`src/rtl/pc_seq_pkg.sv`:
```
// Shared definitions for the program-counter sequencer: PC width, reset address
// and the fetch/decode/halt state encoding.
package pc_seq_pkg;

    localparam int unsigned PC_W     = 12;
    localparam int unsigned PC_RESET = 0;

    typedef enum logic [1:0] {
        ST_IDLE   = 2'b00,
        ST_FETCH  = 2'b01,
        ST_DECODE = 2'b10,
        ST_HALT   = 2'b11
    } seq_state_t;

endpackage

```
`src/rtl/ret_stack.sv`:
```
// LIFO return-address stack. Only the pointer is reset; entry contents persist.
module ret_stack
    import pc_seq_pkg::*;
#(
    parameter int unsigned N     = PC_W - 1,
    parameter int unsigned DEPTH = 4
) (
    input  logic       clk,
    input  logic       rst,
    input  logic       push,
    input  logic       pop,
    input  logic [N:0] din,
    output logic [N:0] dout,
    output logic       full,
    output logic       empty
);

    localparam int unsigned IDX_W = $clog2(DEPTH);
    localparam int unsigned PTR_W = IDX_W + 1;

    logic [PTR_W-1:0] sp;
    logic [N:0]       mem [DEPTH];

    assign full  = (sp == PTR_W'(DEPTH));
    assign empty = (sp == '0);
    // sp points one past the top; an empty stack reads a don't-care entry
    assign dout  = mem[IDX_W'(sp - PTR_W'(1))];

    always_ff @(posedge clk) begin
        if (rst) begin
            sp <= '0;
        end else if (push && !full) begin
            sp <= sp + PTR_W'(1);
        end else if (pop && !empty) begin
            sp <= sp - PTR_W'(1);
        end
    end

    always_ff @(posedge clk) begin
        if (!rst && push && !full) begin
            mem[sp[IDX_W-1:0]] <= din;
        end
    end

endmodule

```
`src/rtl/pc_sequencer.sv`:
```
// Program-counter sequencer: fetch/decode/halt FSM choosing sequential, jump,
// branch, call or return as each instruction's next PC.
module pc_sequencer
    import pc_seq_pkg::*;
#(
    parameter int unsigned N     = PC_W - 1,
    parameter int unsigned DEPTH = 4
) (
    input  logic       clk,
    input  logic       rst,
    input  logic       run,
    input  logic       stall,
    input  logic       instr_valid,
    input  logic       is_jump,
    input  logic       is_branch,
    input  logic       branch_cond,
    input  logic       is_call,
    input  logic       is_ret,
    input  logic       is_halt,
    input  logic [N:0] target,
    output logic [N:0] pc_value,
    output logic       fetch_en,
    output logic [1:0] state,
    output logic       halted,
    output logic       stack_err
);

    localparam int unsigned W = N + 1;

    seq_state_t state_q, state_d;
    logic [N:0] pc_q, pc_d;
    logic       err_q, err_d;
    logic       fetch_en_q, halted_q;
    logic       push, pop;
    logic [N:0] stk_top;
    logic       stk_full, stk_empty;

    ret_stack #(
        .N     (N),
        .DEPTH (DEPTH)
    ) u_stack (
        .clk   (clk),
        .rst   (rst),
        .push  (push),
        .pop   (pop),
        .din   (pc_q + W'(1)),
        .dout  (stk_top),
        .full  (stk_full),
        .empty (stk_empty)
    );

    assign pc_value  = pc_q;
    assign fetch_en  = fetch_en_q;
    assign state     = state_q;
    assign halted    = halted_q;
    assign stack_err = err_q;

    // Next-state and next-PC resolution
    always_comb begin
        state_d = state_q;
        pc_d    = pc_q;
        err_d   = err_q;
        push    = 1'b0;
        pop     = 1'b0;
        case (state_q)
            ST_IDLE: begin
                if (run) state_d = ST_FETCH;
            end
            ST_FETCH: begin
                if (!stall) state_d = ST_DECODE;
            end
            ST_DECODE: begin
                if (instr_valid && !stall) begin
                    state_d = ST_FETCH;
                    if (is_halt) begin
                        state_d = ST_HALT;
                    end else if (is_ret) begin
                        if (stk_empty) begin
                            err_d   = 1'b1;
                            state_d = ST_HALT;
                        end else begin
                            pc_d = stk_top;
                            pop  = 1'b1;
                        end
                    end else if (is_call) begin
                        if (stk_full) begin
                            err_d   = 1'b1;
                            state_d = ST_HALT;
                        end else begin
                            pc_d = target;
                            push = 1'b1;
                        end
                    end else if (is_jump) begin
                        pc_d = target;
                    end else if (is_branch && branch_cond) begin
                        // two's-complement offset: unsigned add modulo 2^W is the same
                        pc_d = pc_q + target;
                    end else begin
                        pc_d = pc_q + W'(1);
                    end
                end
            end
            default: state_d = ST_HALT;
        endcase
    end

    always_ff @(posedge clk) begin
        if (rst) begin
            state_q    <= ST_IDLE;
            pc_q       <= W'(PC_RESET);
            err_q      <= 1'b0;
            fetch_en_q <= 1'b0;
            halted_q   <= 1'b0;
        end else begin
            state_q    <= state_d;
            pc_q       <= pc_d;
            err_q      <= err_d;
            fetch_en_q <= (state_d == ST_FETCH);
            halted_q   <= (state_d == ST_HALT);
        end
    end

endmodule

```
`config.mk`:
```
export PLATFORM = sky130hd
export DESIGN_NAME = pc_sequencer
export DESIGN_NICKNAME = d
export VERILOG_FILES = /design/src/rtl/pc_seq_pkg.sv /design/src/rtl/ret_stack.sv /design/src/rtl/pc_sequencer.sv
export SDC_FILE = /design/constraint.sdc
export NUM_CORES = 1
export LEC_CHECK = 0
export BUFFER_PORTS_ARGS = -buffer_cell sky130_fd_sc_hd__buf_2
export CORE_ASPECT_RATIO = 0.8
export CORE_MARGIN = 2
export CORE_UTILIZATION = 53
export CTS_CLUSTER_DIAMETER = 50
export CTS_CLUSTER_SIZE = 24
export DETAILED_ROUTE_END_ITERATION = 7
export HOLD_SLACK_MARGIN = 0.05
export PLACE_DENSITY = 0.76
export SLEW_MARGIN = 20
export SYNTH_ARGS = -nofsm -noshare
export SYNTH_HDL_FRONTEND = slang
export SYNTH_SLANG_ARGS = --single-unit
```
`constraint.sdc`:
```
create_clock -name clk -period 3.02 [get_ports clk]
set_input_delay 0.604 -clock clk [delete_from_list [all_inputs] [get_ports clk]]
set_output_delay 0.604 -clock clk [all_outputs]
set_load 0.02 [all_outputs]
```
== Yosys cells after proc, flatten, opt, wreduce, memory -nomap -nowiden ==
Memories as Yosys holds them, arrays and structs flattened.
Cells that the tools add are included.
Storage, ports and cells
  bits in registers: 20
  bits in writable memories: 48
  bits of input ports: 23
  output and inout port bits: 17
  word-level logic and storage cells: 71
  memories kept: 1
Cells by class
  add/sub/neg operators: 4
  equality and inequality tests: 8
  multiplexer cells: 34
  bitwise gates (word level): 1
  reductions and logical operators: 17
Memories
  u_stack.mem: words 4, bits a word 12, rd ports 1, clocked after memory_dff 0, wr ports 1, RTL line ret_stack.sv:22  | logic [N:0] mem [DEPTH];
Operators with widths (count)
  2-to-1 mux 12 bit: 6
  2-to-1 mux 1 bit: 17
  2-to-1 mux 2 bit: 8
  adder 12 x 1 -> 12 bit (second input constant): 1
  adder 12 bit: 1
  logical AND 1 bit: 6
  2-to-1 mux 3 bit: 2
  one-hot mux 2 bit (3 select lines): 1
  AND reduction 6 bit: 1
  nonzero test 2 bit: 3
  AND reduction 5 bit: 1
  equality test 2 x 1 -> 1 bit (second input constant): 2
  equality test 2 bit (second input constant): 2
  logical NOT 1 bit: 4
  adder 3 x 1 -> 3 bit (second input constant): 1
  equality test 3 bit (second input constant): 1
  logical NOT 3 bit: 1
  inequality test 3 bit (second input constant): 1
  subtractor 3 x 1 -> 3 bit (second input constant): 1
  logical NOT 2 bit: 1
  inequality test 2 x 1 -> 1 bit (second input constant): 1
  inequality test 2 bit (second input constant): 1
  NOT 1 bit: 1

== Depth between registers and ports, before layout ==
Gate-level depths: netlist of the first run.
  depth in word-level cells: 11
  gate-level depth with buffers: 12
  gate-level depth less buffers: 9

== Modules after synthesis ==
A second synthesis of the first run with hierarchy kept.
Unflattened totals
  cell total of the unflattened synthesis: 316
  area total of the unflattened synthesis: 3649.8 um2
By module, submodules not included
  ret_stack: instances 1, cells each 96, area an instance 2019.4 um2, seq. area each 1501.4 um2
  pc_sequencer: instances 1, cells each 220, area an instance 1630.3 um2, seq. area each 340.3 um2

== Worst setup path before layout of the first run ==
OpenSTA, ideal clock, no wires.
  path kind: register to register
  from: reg u_stack.sp[0]
  to: mem u_stack.mem[0][0] in the netlist's numbering (enable)
  library setup time: 412 ps
  arrival time: 2544 ps
  required time: 2608 ps
  path slack: 64 ps
  stages on the path, launching flop included: 8
  path buffers: 2
  clock period less this slack: 2956 ps
  cell sequence: dfxtp_1 > buf_2 > buf_4 > inv_1 > ha_1 > nand2_1 > nand3b_1 > nor4_1
On the way
  cells in the longest elaborated chain, start to end: 11
  elaborated cells on any way between the ends: 12
  those cells by class: 1 x eq/ne; 8 x mux; 3 x reduce/logical
RTL lines
  from (decl): RTL line ret_stack.sv:21  | logic [PTR_W-1:0] sp;
  from (signal assigned): RTL line ret_stack.sv:33  | sp <= sp + PTR_W'(1);
  from (signal assigned): RTL line ret_stack.sv:35  | sp <= sp - PTR_W'(1);
  equality test 3 bit: RTL line ret_stack.sv:24  | assign full = (sp == PTR_W'(DEPTH));
  2-to-1 mux 1 bit: RTL line pc_sequencer.sv:86  | if (stk_full) begin
  2-to-1 mux 1 bit: RTL line pc_sequencer.sv:85  | end else if (is_call) begin
  2-to-1 mux 1 bit: RTL line pc_sequencer.sv:77  | end else if (is_ret) begin
  2-to-1 mux 1 bit: RTL line pc_sequencer.sv:75  | if (is_halt) begin
  2-to-1 mux 1 bit: RTL line pc_sequencer.sv:73  | if (instr_valid && !stall) begin
  2-to-1 mux 1 bit: RTL line pc_sequencer.sv:65  | case (state_q)
  logical AND 1 bit (2 in series): RTL line ret_stack.sv:40  | if (!rst && push && !full) begin
  2-to-1 mux 1 bit: RTL line ret_stack.sv:40
  2-to-1 mux 1 bit (implied by the code): RTL line ret_stack.sv:41  | mem[sp[IDX_W-1:0]] <= din;
  to (decl): RTL line ret_stack.sv:22
Parallel ways exist; a longest one is shown, timed or not.

== Worst setup path in the final report of the first run ==
  from: reg pc_q[0] (netlist: pc_value[0])
  to: reg pc_q[4] (netlist: pc_value[4])
On the way
  cells in the longest elaborated chain, start to end: 5
  elaborated cells on any way between the ends: 6
  those cells by class: 2 x add/sub; 4 x mux
RTL lines
  from (decl): RTL line pc_sequencer.sv:31  | logic [N:0] pc_q, pc_d;
  from (signal assigned): RTL line pc_sequencer.sv:110  | pc_q <= W'(PC_RESET);
  from (signal assigned): RTL line pc_sequencer.sv:116  | pc_q <= pc_d;
  adder 12 x 1 -> 12 bit or adder 12 bit (tied branches): RTL line pc_sequencer.sv:99, pc_sequencer.sv:97
  2-to-1 mux 12 bit *: RTL line pc_sequencer.sv:95  | end else if (is_branch && branch_cond) begin
  2-to-1 mux 12 bit *: RTL line pc_sequencer.sv:93  | end else if (is_jump) begin
  2-to-1 mux 12 bit *: RTL line pc_sequencer.sv:85
  2-to-1 mux 12 bit *: RTL line pc_sequencer.sv:77
Every way passes the cells marked *; elsewhere a longest branch is shown, timed or not.
A chain may end at the register's enable or synchronous reset.

==> results of run 1 <==
-- through the flow --
step / utilization / hold WS (ps) / cell area [µm²] / total power [mW]
floorplan: - / 514 / 3890 / 1.11
global placement: 0.596 / 461 / 4170 / 1.15
detailed placement: 0.596 / 461 / 4170 / 1.16
CTS: 0.621 / 479 / 4340 / 1.81
global route: 0.621 / 490 / 4340 / 1.87
finish: 0.621 / 474 / 4340 / 1.79
-- state kept, by name (all words and copies together) (netlist names) --
name / flops
u_stack.sp: 3
halted: 1
pc_value: 12
fetch_en: 1
u_stack.mem: 48
stack_err: 1
state: 2
-- cells by family after synthesis --
logic type	Yosys count	share of synthesized area
adder cells (fa/ha/maj)	18	0.0598
AND/OR/NAND/NOR	114	0.157
flip-flops	68	0.473
multiplexers	14	0.0746
buffers and inverters	31	0.0354
XOR/XNOR	16	0.0360
AO/OA/AOI/OAI	91	0.164
-- cells in the mapped netlist, types with 3 or more instances --
master,number
sky130_fd_sc_hd__edfxtp_1,48
sky130_fd_sc_hd__nor2_1,34
sky130_fd_sc_hd__nand2_1,22
sky130_fd_sc_hd__a21oi_1,20
sky130_fd_sc_hd__dfxtp_1,20
sky130_fd_sc_hd__ha_1,17
sky130_fd_sc_hd__o21ai_0,17
sky130_fd_sc_hd__inv_1,14
sky130_fd_sc_hd__mux4_2,12
sky130_fd_sc_hd__nor3_1,10
sky130_fd_sc_hd__xnor2_1,10
sky130_fd_sc_hd__a211oi_1,8
sky130_fd_sc_hd__clkbuf_1,7
sky130_fd_sc_hd__and2_1,6
sky130_fd_sc_hd__and3_1,6
sky130_fd_sc_hd__nand3_1,6
sky130_fd_sc_hd__xor2_1,6
sky130_fd_sc_hd__buf_2,5
sky130_fd_sc_hd__nand3b_1,5
sky130_fd_sc_hd__buf_4,4
sky130_fd_sc_hd__o211ai_1,4
sky130_fd_sc_hd__o21a_1,4
sky130_fd_sc_hd__o311ai_0,4
sky130_fd_sc_hd__a211oi_2,3
sky130_fd_sc_hd__a21o_1,3
sky130_fd_sc_hd__a31oi_1,3
sky130_fd_sc_hd__nand2b_1,3
sky130_fd_sc_hd__nand4_1,3
sky130_fd_sc_hd__nor3b_1,3
sky130_fd_sc_hd__nor4_1,3
sky130_fd_sc_hd__o22ai_1,3
-- path summary, 6_finish.rpt --
check / from / end / slack (ps) / depth (start not counted)
setup / recovery: pc_value[0] / pc_value[4] / 630 / 9
hold / removal: stack_err / stack_err / 470 / 2
setup reg to reg: pc_value[0] / pc_value[4] / 630 / 9
hold reg to reg: stack_err / stack_err / 470 / 2
-- layout make-up --
type	count	area (µm²)
Inverter	14	52.6
Clock buffer	14	163
Timing Repair Buffer	46	248
Multi-Input combinational cell	253	1920
Clock inverter	2	10.0
Tap cell	87	109
Sequential cell	68	1840
Fill cell	580	2650
-- power breakdown --
part	internal, mW	switching (mW)
clock	0.341	0.317
combinational	0.0532	0.0863
sequential	0.992	0.00562
-- routing by layer --
| metal | vias to the layer above | part of all wire | GRT usage | wire length (µm) |
|---|---|---|---|---|
| met5 | - | 0 | 0 | 0 |
| met4 | 0 | 0.00068 | 0.0534 | 6 |
| met3 | 2 | 0.060 | 0.0453 | 526 |
| met2 | 101 | 0.47 | 0.366 | 4140 |
| met1 | 1451 | 0.47 | 0.326 | 4140 |
| li1 | 1416 | - | - | - |
-- worst min-delay path, stage by stage (launching register included) --
cell                      delay [ps]
sky130_fd_sc_hd__dfxtp_1         330
sky130_fd_sc_hd__a21oi_1          40
sky130_fd_sc_hd__nor2_1           70
==> impl_table.tex, run 1 <==
\begin{tabular}{lr}
\hline
Metric & Value \\
\hline
\multicolumn{2}{l}{\textbf{STA}} \\
Setup Total Neg Slack & 0 ps \\
Worst clock skew on the final layout & 13.3 ps \\
Final setup slack of the worst path & 634 ps \\
Slew at the pin closest to its max-slew limit & $\sim$660 ps \\
Share of the clock period used by the worst path & 0.790 \\
Total count of max-transition violations in the final report & 0 \\
RSZ-0062 raised after global routing & false \\
Number of setup violations in the final report & 0 \\
Final min period & 2390 ps \\
Maximum achievable frequency & 419 MHz \\
Hold Vio Cnt, Final & 0 \\
Worst rel slew slack & 0.558 \\
\multicolumn{2}{l}{\textbf{GRT}} \\
Initial antenna violation count & 0 \\
Largest net degree at the start of global routing & 32 \\
Vias in the first global route & 2796 \\
First-pass GRT wire length & 14100 µm \\
Global-route total usage across every layer & 0.230 \\
GRT Residual Overflow & 0 \\
\multicolumn{2}{l}{\textbf{Critical path}} \\
Critical path capture point type & flip-flop \\
Crit path max-delay family & compound AO/OA/AOI/OAI gates \\
Startpoint types & flip-flop \\
Delay of the slowest cell on the worst path & a little under 500 ps \\
Required @ worst endpoint & 3230 ps \\
Cell-by-cell trace of the critical path & ha\_1 > inv\_1 > fa\_1 > nor2b\_4 > o31a\_1 > a211oi\_2 > a211oi\_1 > o311a\_1 > nor3\_2 \\
Cell type of the slowest stage on the worst timing path & sky130\_fd\_sc\_hd\_\_dfxtp\_1 \\
Maximum fanout along the worst path & 8 \\
Combined buffer and inverter count along the critical path & 1 \\
CP Data Arrival Time & 2600 ps \\
Start-to-end type of the worst setup path & flip-flop to flip-flop \\
\multicolumn{2}{l}{\textbf{Logic synthesis}} \\
Part of the Yosys area used for sequential elements & 0.473 \\
Largest cells by area after synthesis & sky130\_fd\_sc\_hd\_\_edfxtp\_1, sky130\_fd\_sc\_hd\_\_dfxtp\_1, sky130\_fd\_sc\_hd\_\_mux4\_2 \\
Primary FF master, synth & sky130\_fd\_sc\_hd\_\_edfxtp\_1 \\
Average size of a mapped cell & 11.1 µm² \\
Post-synthesis cell type with the largest combined area & sky130\_fd\_sc\_hd\_\_edfxtp\_1 \\
Post-synth design cell area & about 4000 µm² \\
Instance count of the mapped netlist & 352 \\
Count of synthesis-stage warnings from yosys & 0 \\
Count of flip-flops with a built-in enable after synthesis & 48 \\
\#FFs+latches synth & 68 \\
Synthesized Nets & 393 \\
Distinct cells, synth & 60 \\
Area share of the largest cell type after synthesis & 0.371 \\
Fraction of registers with async set or reset after synthesis & 0 \\
\multicolumn{2}{l}{\textbf{Floorplan}} \\
Vertical die dimension & between 80 and 90 µm \\
Die ar. & 8050 µm² \\
Effective utilization at floorplan & 0.556 \\
Std-Cell Rows & 27 \\
DIE WIDTH & $\sim$100 µm \\
I/O pin count & 40 \\
Floorplan core area & 6990 µm² \\
\multicolumn{2}{l}{\textbf{Placement}} \\
Setup slack after placement & a little under 500 ps \\
Number of placed instances with taps included & 468 \\
Half-perimeter wire length after placement & 6340 µm \\
Port Buffer Count & 39 \\
Placer Congestion & between 0.8 and 0.9 \\
\multicolumn{2}{l}{\textbf{Detailed routing}} \\
Vias & 2970 \\
Average detailed-routed wire length per instance & $\sim$18 µm \\
Final Routed Wirelength & 8810 µm \\
Number of search-and-repair iterations in the first detailed-routing pass & 4 \\
Number of design-rule violations left by the first detailed-router iteration & 220 \\
Mean number of vias per cell & 6.14 \\
Number of remaining DRC errors & 0 \\
Number of antenna-violating nets in the routed design & 0 \\
\multicolumn{2}{l}{\textbf{Clock tree}} \\
CTS tree & yes \\
CTS Buf Count & 9 \\
Clk Tree Root Cell & sky130\_fd\_sc\_hd\_\_clkbuf\_8 \\
Post-CTS repair timing setup buffer count & 0 \\
Maximum number of buffers from clock root to sink & 2 \\
CTS-repair resized insts & 0 \\
Number of H-tree levels & 3 \\
Total clock sinks & 68 \\
Clock-pin slew reported for the worst setup and hold paths after clock tree synthesis & roughly 70 ps \\
Number of buffers added to fix hold violations after cts & 0 \\
Clock latency of the later-clocked register in the worst-skew pair & 340 ps \\
\multicolumn{2}{l}{\textbf{Hold path}} \\
Classification of the worst-slack hold path & flip-flop to flip-flop \\
\multicolumn{2}{l}{\textbf{Power and ir drop}} \\
Leakage power & around 1.6 nW \\
Peak VDD IR & 0.000293 V \\
PD cells & 414 nW/µm² \\
\multicolumn{2}{l}{\textbf{Layout}} \\
Commonest non-fill, non-tap cell in the layout & sky130\_fd\_sc\_hd\_\_edfxtp\_1 \\
Post-Layout Cell Count & 484 \\
Most frequent cells in the layout & sky130\_fd\_sc\_hd\_\_edfxtp\_1, sky130\_fd\_sc\_hd\_\_buf\_2, sky130\_fd\_sc\_hd\_\_nor2\_1, sky130\_fd\_sc\_hd\_\_nand2\_1 \\
Synth-to-layout area growth & 11.6\% \\
Fraction of layout cells with a size suffix above 1 & 0.212 \\
Number of nets in the finished design & 433 \\
Count of antenna diodes in the layout & 0 \\
\multicolumn{2}{l}{\textbf{Run}} \\
Maximum Capacitance Violations & 0 \\
\multicolumn{2}{l}{\textbf{Outcome}} \\
Status & finished, final reports clean \\
\hline
\end{tabular}
(Power assumes the default switching activity.)
==> inputs of run 2 (changes only) <==
==> constraint.sdc (replaced) <==
create_clock -name clk -period 2 [get_ports clk]
set_input_delay 0.4 -clock clk [delete_from_list [all_inputs] [get_ports clk]]
set_output_delay 0.4 -clock clk [all_outputs]
set_load 0.02 [all_outputs]
==> impl_table.tex, run 2 (synthesis results as in run 1) <==
\begin{tabular}{lr}
\hline
Metric & Value \\
\hline
\multicolumn{2}{l}{\textbf{Placement}} \\
Port Buffer Count & 39 \\
Placer Congestion & 0.911 \\
Placed cell areas & 4590 µm² \\
Half-perimeter wire length after placement & 7180 µm \\
Number of placed instances with taps included & 515 \\
\multicolumn{2}{l}{\textbf{STA}} \\
Worst clock skew on the final layout & 7.65 ps \\
Hold Vio Cnt, Final & 0 \\
Share of the clock period used by the worst path & 1.03 \\
Total count of max-transition violations in the final report & 0 \\
RSZ-0062 raised after global routing & true \\
Final setup slack of the worst path & -57.0 ps \\
Slew at the pin closest to its max-slew limit & 434 ps \\
Setup Total Neg Slack & -108 ps \\
Worst rel slew slack & 0.709 \\
Number of setup violations in the final report & 3 \\
Final min period & 2060 ps \\
Maximum achievable frequency & between 400 and 500 MHz \\
\multicolumn{2}{l}{\textbf{GRT}} \\
GRT Residual Overflow & 0 \\
Initial antenna violation count & 0 \\
First-pass GRT wire length & 15800 µm \\
Global-route total usage across every layer & 0.263 \\
Largest net degree at the start of global routing & 20 \\
Vias in the first global route & 3065 \\
\multicolumn{2}{l}{\textbf{Outcome}} \\
Violated checks & setup timing \\
Status & finished, violations left \\
\multicolumn{2}{l}{\textbf{Layout}} \\
Commonest non-fill, non-tap cell in the layout & sky130\_fd\_sc\_hd\_\_buf\_4 \\
Final core utilization & 0.692 \\
Number of inserted filler cells in the final layout & $\sim$520 \\
Final instance area & just under 5000 µm² \\
Number of nets in the finished design & 480 \\
Post-Layout Cell Count & 531 \\
Most frequent cells in the layout & sky130\_fd\_sc\_hd\_\_buf\_4, sky130\_fd\_sc\_hd\_\_edfxtp\_1, sky130\_fd\_sc\_hd\_\_buf\_2, sky130\_fd\_sc\_hd\_\_nor2\_1, sky130\_fd\_sc\_hd\_\_nand2\_1 \\
Count of antenna diodes in the layout & 0 \\
Number of flip-flops under the largest register name & 48 \\
Fraction of layout cells with a size suffix above 1 & 0.342 \\
Synth-to-layout area growth & 24.3\% \\
\multicolumn{2}{l}{\textbf{Floorplan}} \\
Effective utilization at floorplan & 0.556 \\
Die ar. & 8050 µm² \\
Floorplan core area & 6990 µm² \\
Vertical die dimension & 80.6 µm \\
I/O pin count & 40 \\
Std-Cell Rows & 27 \\
DIE WIDTH & 99.8 µm \\
\multicolumn{2}{l}{\textbf{Clock tree}} \\
Clk Tree Root Cell & sky130\_fd\_sc\_hd\_\_clkbuf\_8 \\
CTS Buf Count & 9 \\
Clock-pin slew reported for the worst setup and hold paths after clock tree synthesis & 70 ps \\
Clock latency of the later-clocked register in the worst-skew pair & between 300 and 400 ps \\
Number of buffers added to fix hold violations after cts & 0 \\
CTS tree & yes \\
Maximum number of buffers from clock root to sink & 2 \\
Number of H-tree levels & 3 \\
Post-CTS repair timing setup buffer count & 0 \\
Total clock sinks & 68 \\
\multicolumn{2}{l}{\textbf{Detailed routing}} \\
Final Routed Wirelength & roughly 9800 µm \\
Number of design-rule violations left by the first detailed-router iteration & 264 \\
Average detailed-routed wire length per instance & $\sim$18 µm \\
Number of remaining DRC errors & 0 \\
Mean number of vias per cell & between 6 and 7 \\
Number of search-and-repair iterations in the first detailed-routing pass & 5 \\
Vias & 3195 \\
Number of antenna-violating nets in the routed design & 0 \\
\multicolumn{2}{l}{\textbf{Power and ir drop}} \\
Peak VDD IR & around 0.00055 V \\
PD cells & 579 nW/µm² \\
Pwr Total & 2.80 mW \\
Leakage power & around 1.9 nW \\
\multicolumn{2}{l}{\textbf{Critical path}} \\
Start-to-end type of the worst setup path & flip-flop to flip-flop \\
Combined buffer and inverter count along the critical path & 1 \\
Delay of the slowest cell on the worst path & 360 ps \\
CP Data Arrival Time & around 2300 ps \\
Critical path capture point type & flip-flop \\
Maximum fanout along the worst path & 5 \\
Startpoint types & flip-flop \\
R2r worst-path depth & 9 \\
Cell type of the slowest stage on the worst timing path & sky130\_fd\_sc\_hd\_\_o31a\_1 \\
Required @ worst endpoint & around 2200 ps \\
Levels on crit path & 9 \\
Cell-by-cell trace of the critical path & ha\_4 > inv\_2 > fa\_2 > nor2b\_4 > o31a\_1 > o21a\_1 > o211ai\_1 > nand2\_1 > o211a\_1 \\
Crit path max-delay family & compound AO/OA/AOI/OAI gates \\
\multicolumn{2}{l}{\textbf{Hold path}} \\
Classification of the worst-slack hold path & input port to flip-flop \\
Cell depth of the worst min-delay path & 3 \\
\multicolumn{2}{l}{\textbf{Run}} \\
Maximum Capacitance Violations & 0 \\
\hline
\end{tabular}
run 2: changes by cell type in the layout (fill, tap and decap cells not counted), sizes merged:
cell / previous run / this run
buf: 46 / 93
bufinv: 0 / 1
clkinv: 2 / 3
clkbuf: 14 / 12
run 2: where the power goes:
group	switching [mW]	total [mW]	internal, mW
registers	0.00761	1.50	1.50
logic	0.149	0.263	0.113
clock network	0.469	1.03	0.565
run 2: stage by stage:
stage / hold slack, ps / worst slack [ps]
detailed placement: 483 / -238
CTS: 324 / 9.38
global route: 328 / -155
global placement: 449 / -170
floorplan: 514 / 5.63
finish: 337 / -57.0
run 2: cell type report:
type                            count  area, µm²  share of cell area
Multi-Input combinational cell    253       2000               0.414
Sequential cell                    68       1850               0.383
Timing Repair Buffer               93        642               0.133
Clock buffer                       12        135              0.0279
Tap cell                           87        109              0.0225
Inverter                           14       52.6              0.0109
Clock inverter                      4       41.3             0.00854
run 2: worst min-delay path: stages:
cell                      delay [ps]
sky130_fd_sc_hd__buf_2           100
sky130_fd_sc_hd__o31ai_1          50
sky130_fd_sc_hd__a31oi_1          70
run 2: worst paths after layout:
check / startpoint / endpoint / slack (ps)
max: pc_value[0] / pc_value[8] / -60
min: target[11] / pc_value[11] / 340
max reg2reg: pc_value[0] / pc_value[8] / -60
min reg2reg: stack_err / stack_err / 500
run 2: per-layer routing:
| metal | up-vias | global-route usage | part of all wire |
|---|---|---|---|
| met5 | - | 0 | 0 |
| met4 | 0 | 0.0699 | 0.011 |
| met3 | 13 | 0.0670 | 0.068 |
| met2 | 139 | 0.398 | 0.47 |
| met1 | 1534 | 0.377 | 0.45 |
| li1 | 1509 | - | - |
run 2: what timing repair did:
action | in CTS | in global routing
setup endpoints to repair | 4 | 10
pin swaps | 2 | 15
gates cloned | 0 | 0
hold endpoints to repair | 0 | 0
resized for setup | 4 | 14
==> inputs of run 3 (changes only) <==
--- a/config.mk
+++ b/config.mk
@@ -8,12 +8,11 @@
 export BUFFER_PORTS_ARGS = -buffer_cell sky130_fd_sc_hd__buf_2
 export CORE_ASPECT_RATIO = 0.8
 export CORE_MARGIN = 2
-export CORE_UTILIZATION = 53
+export CORE_UTILIZATION = 29
 export CTS_CLUSTER_DIAMETER = 50
 export CTS_CLUSTER_SIZE = 24
 export DETAILED_ROUTE_END_ITERATION = 7
 export HOLD_SLACK_MARGIN = 0.05
-export PLACE_DENSITY = 0.76
 export SLEW_MARGIN = 20
 export SYNTH_ARGS = -nofsm -noshare
 export SYNTH_HDL_FRONTEND = slang
==> constraint.sdc (replaced) <==
create_clock -name clk -period 2 [get_ports clk]
set_input_delay 0.4 -clock clk [delete_from_list [all_inputs] [get_ports clk]]
set_output_delay 0.4 -clock clk [all_outputs]
set_load 0.05 [all_outputs]
==> impl_table.tex, run 3 (synthesis results as in run 1) <==
\begin{tabular}{lr}
\hline
Metric & Value \\
\hline
\multicolumn{2}{l}{\textbf{Critical path}} \\
CP Data Arrival Time & 2250 ps \\
Start-to-end type of the worst setup path & flip-flop to flip-flop \\
End of the worst register-to-register path & pc\_value[10] \\
Startpoint of the worst-slack reg-to-reg timing path & pc\_value[0] \\
R2r worst-path depth & 9 \\
Startpoint types & flip-flop \\
Register-to-register setup slack & -2 ps \\
Required @ worst endpoint & 2250 ps \\
Maximum fanout along the worst path & 5 \\
Critical path capture point type & flip-flop \\
\multicolumn{2}{l}{\textbf{Clock tree}} \\
Clock latency of the later-clocked register in the worst-skew pair & 330 ps \\
CTS tree & yes \\
Clk Tree Root Cell & sky130\_fd\_sc\_hd\_\_clkbuf\_16 \\
Total clock sinks & 68 \\
Maximum number of buffers from clock root to sink & 2 \\
Clock-pin slew reported for the worst setup and hold paths after clock tree synthesis & 60 ps \\
CTS Buf Count & 9 \\
Number of H-tree levels & 3 \\
\multicolumn{2}{l}{\textbf{Detailed routing}} \\
Number of antenna-violating nets in the routed design & 0 \\
Mean number of vias per cell & 5.18 \\
Number of search-and-repair iterations in the first detailed-routing pass & 5 \\
Vias & 3172 \\
Average detailed-routed wire length per instance & 16.6 µm \\
Final Routed Wirelength & roughly 10000 µm \\
Number of design-rule violations left by the first detailed-router iteration & 190 \\
Number of remaining DRC errors & 0 \\
\multicolumn{2}{l}{\textbf{Power and ir drop}} \\
Cell internal power dissipation & 2.58 mW \\
Leakage power & between 1.5 and 2 nW \\
Share of total power in the clock network & 0.478 \\
Peak VDD IR & 0.000442 V \\
Portion of total power attributed to combinational logic & 0.079 \\
Net Switching & between 0.8 and 0.9 mW \\
Pwr Total & approximately 3.4 mW \\
PD cells & 676 nW/µm² \\
Switch share & 0.239 \\
Share of total power in sequential cells & 0.443 \\
\multicolumn{2}{l}{\textbf{GRT}} \\
First-pass GRT wire length & 16500 µm \\
GRT Residual Overflow & 0 \\
Largest net degree at the start of global routing & 29 \\
Global-route total usage across every layer & 0.148 \\
Initial antenna violation count & 0 \\
Vias in the first global route & 3089 \\
\multicolumn{2}{l}{\textbf{STA}} \\
Total count of max-transition violations in the final report & 0 \\
Share of the clock period used by the worst path & 1.00 \\
Final setup slack of the worst path & -1.69 ps \\
Number of setup violations in the final report & 1 \\
Slew at the pin closest to its max-slew limit & 449 ps \\
Final hold slack & around 360 ps \\
Worst rel slew slack & 0.697 \\
Setup Total Neg Slack & -1.69 ps \\
Hold Vio Cnt, Final & 0 \\
Maximum achievable frequency & about 500 MHz \\
Final min period & 2000 ps \\
RSZ-0062 raised after global routing & true \\
Worst clock skew on the final layout & about 7 ps \\
\multicolumn{2}{l}{\textbf{Floorplan}} \\
DIE WIDTH & approximately 130 µm \\
Vertical die dimension & 108 µm \\
Die ar. & 14400 µm² \\
Floorplan core area & 13000 µm² \\
I/O pin count & 40 \\
Std-Cell Rows & 37 \\
Effective utilization at floorplan & 0.300 \\
\multicolumn{2}{l}{\textbf{Run}} \\
Maximum Capacitance Violations & 0 \\
\multicolumn{2}{l}{\textbf{Layout}} \\
Final instance area & 5010 µm² \\
Most frequent cells in the layout & sky130\_fd\_sc\_hd\_\_edfxtp\_1, sky130\_fd\_sc\_hd\_\_buf\_4, sky130\_fd\_sc\_hd\_\_buf\_2, sky130\_fd\_sc\_hd\_\_nor2\_1, sky130\_fd\_sc\_hd\_\_nand2\_1 \\
Commonest non-fill, non-tap cell in the layout & sky130\_fd\_sc\_hd\_\_edfxtp\_1 \\
Area taken by flip-flops and latches & around 1900 µm² \\
Number of nets in the finished design & 473 \\
Number of inserted filler cells in the final layout & $\sim$1300 \\
Combined area of the multi-input logic cells & 2000 µm² \\
Number of flip-flops under the largest register name & 48 \\
Count of antenna diodes in the layout & 0 \\
Fraction of layout cells with a size suffix above 1 & 0.348 \\
Synth-to-layout area growth & 28.9\% \\
\multicolumn{2}{l}{\textbf{Placement}} \\
Placed cell areas & $\sim$4700 µm² \\
Half-perimeter wire length after placement & roughly 7600 µm \\
Placer Congestion & 0.857 \\
Port Buffer Count & 39 \\
Setup slack after placement & -253 ps \\
\multicolumn{2}{l}{\textbf{Hold path}} \\
Classification of the worst-slack hold path & input port to flip-flop \\
Min-Delay Endpoint & pc\_value[11] \\
Cell depth of the worst min-delay path & 3 \\
Worst min-delay path startpoint & target[11] \\
\multicolumn{2}{l}{\textbf{Outcome}} \\
Status & finished, violations left \\
Violated checks & setup timing \\
\hline
\end{tabular}
==> run 3: worst max-delay path, stage by stage, from the launching register on <==
cell	delay, ps
sky130_fd_sc_hd__dfxtp_4	360
sky130_fd_sc_hd__ha_4	130
sky130_fd_sc_hd__inv_2	30
sky130_fd_sc_hd__fa_2	360
sky130_fd_sc_hd__nor2b_4	140
sky130_fd_sc_hd__o31a_1	290
sky130_fd_sc_hd__o211ai_1	160
sky130_fd_sc_hd__a21oi_1	160
sky130_fd_sc_hd__o21ai_1	90
sky130_fd_sc_hd__a211oi_1	190
==> run 3: power groups by stage <==
stage / combinational [mW] / clock, mW / sequential (mW)
floorplan: 0.132 / 0 / 1.56
global placement: 0.260 / 0 / 1.53
detailed placement: 0.263 / 0 / 1.53
CTS: 0.264 / 1.64 / 1.50
global route: 0.294 / 1.71 / 1.50
finish: 0.269 / 1.62 / 1.50
==> run 3: through the flow <==
| step | utilization | std cells |
|---|---|---|
| floorplan | - | 352 |
| global placement | 0.359 | 595 |
| detailed placement | 0.359 | 595 |
| CTS | 0.383 | 611 |
| global route | 0.387 | 612 |
| finish | 0.387 | 612 |
==> run 3: timing repair <==
item                                    CTS  global route
gates cloned                              0             0
gates resized for setup                   1             9
buffers inserted                          0             1
hold endpoints to repair                  0             0
endpoints found under the setup margin    4             9
pin swaps                                 2             7
hold buffers                              0             0
==> run 3: cell type report <==
class | count | area share
clock buffers | 9 | 0.0449
clock inverters | 7 | 0.0162
inverters | 14 | 0.0105
multi-input cells | 253 | 0.399
flip-flops and latches | 68 | 0.371
well taps | 175 | 0.0437
repair buffers | 86 | 0.114
==> run 3: routing by layer <==
layer	GRT usage	wire length, µm	vias up
met5	0	0	-
met2	0.229	4490	124
met1	0.212	4840	1537
met4	0.0289	81	0
met3	0.0367	731	11
li1	-	-	1500
==> run 3: worst max-delay path by stage <==
stage                   endpoint  cells after the start         from
CTS                 pc_value[10]                      9  pc_value[0]
detailed placement  pc_value[11]                      8    target[8]
floorplan            pc_value[6]                      9  pc_value[0]
finish              pc_value[10]                      9  pc_value[0]
global route        pc_value[10]                      9  pc_value[0]
global placement    pc_value[11]                      8    target[8]
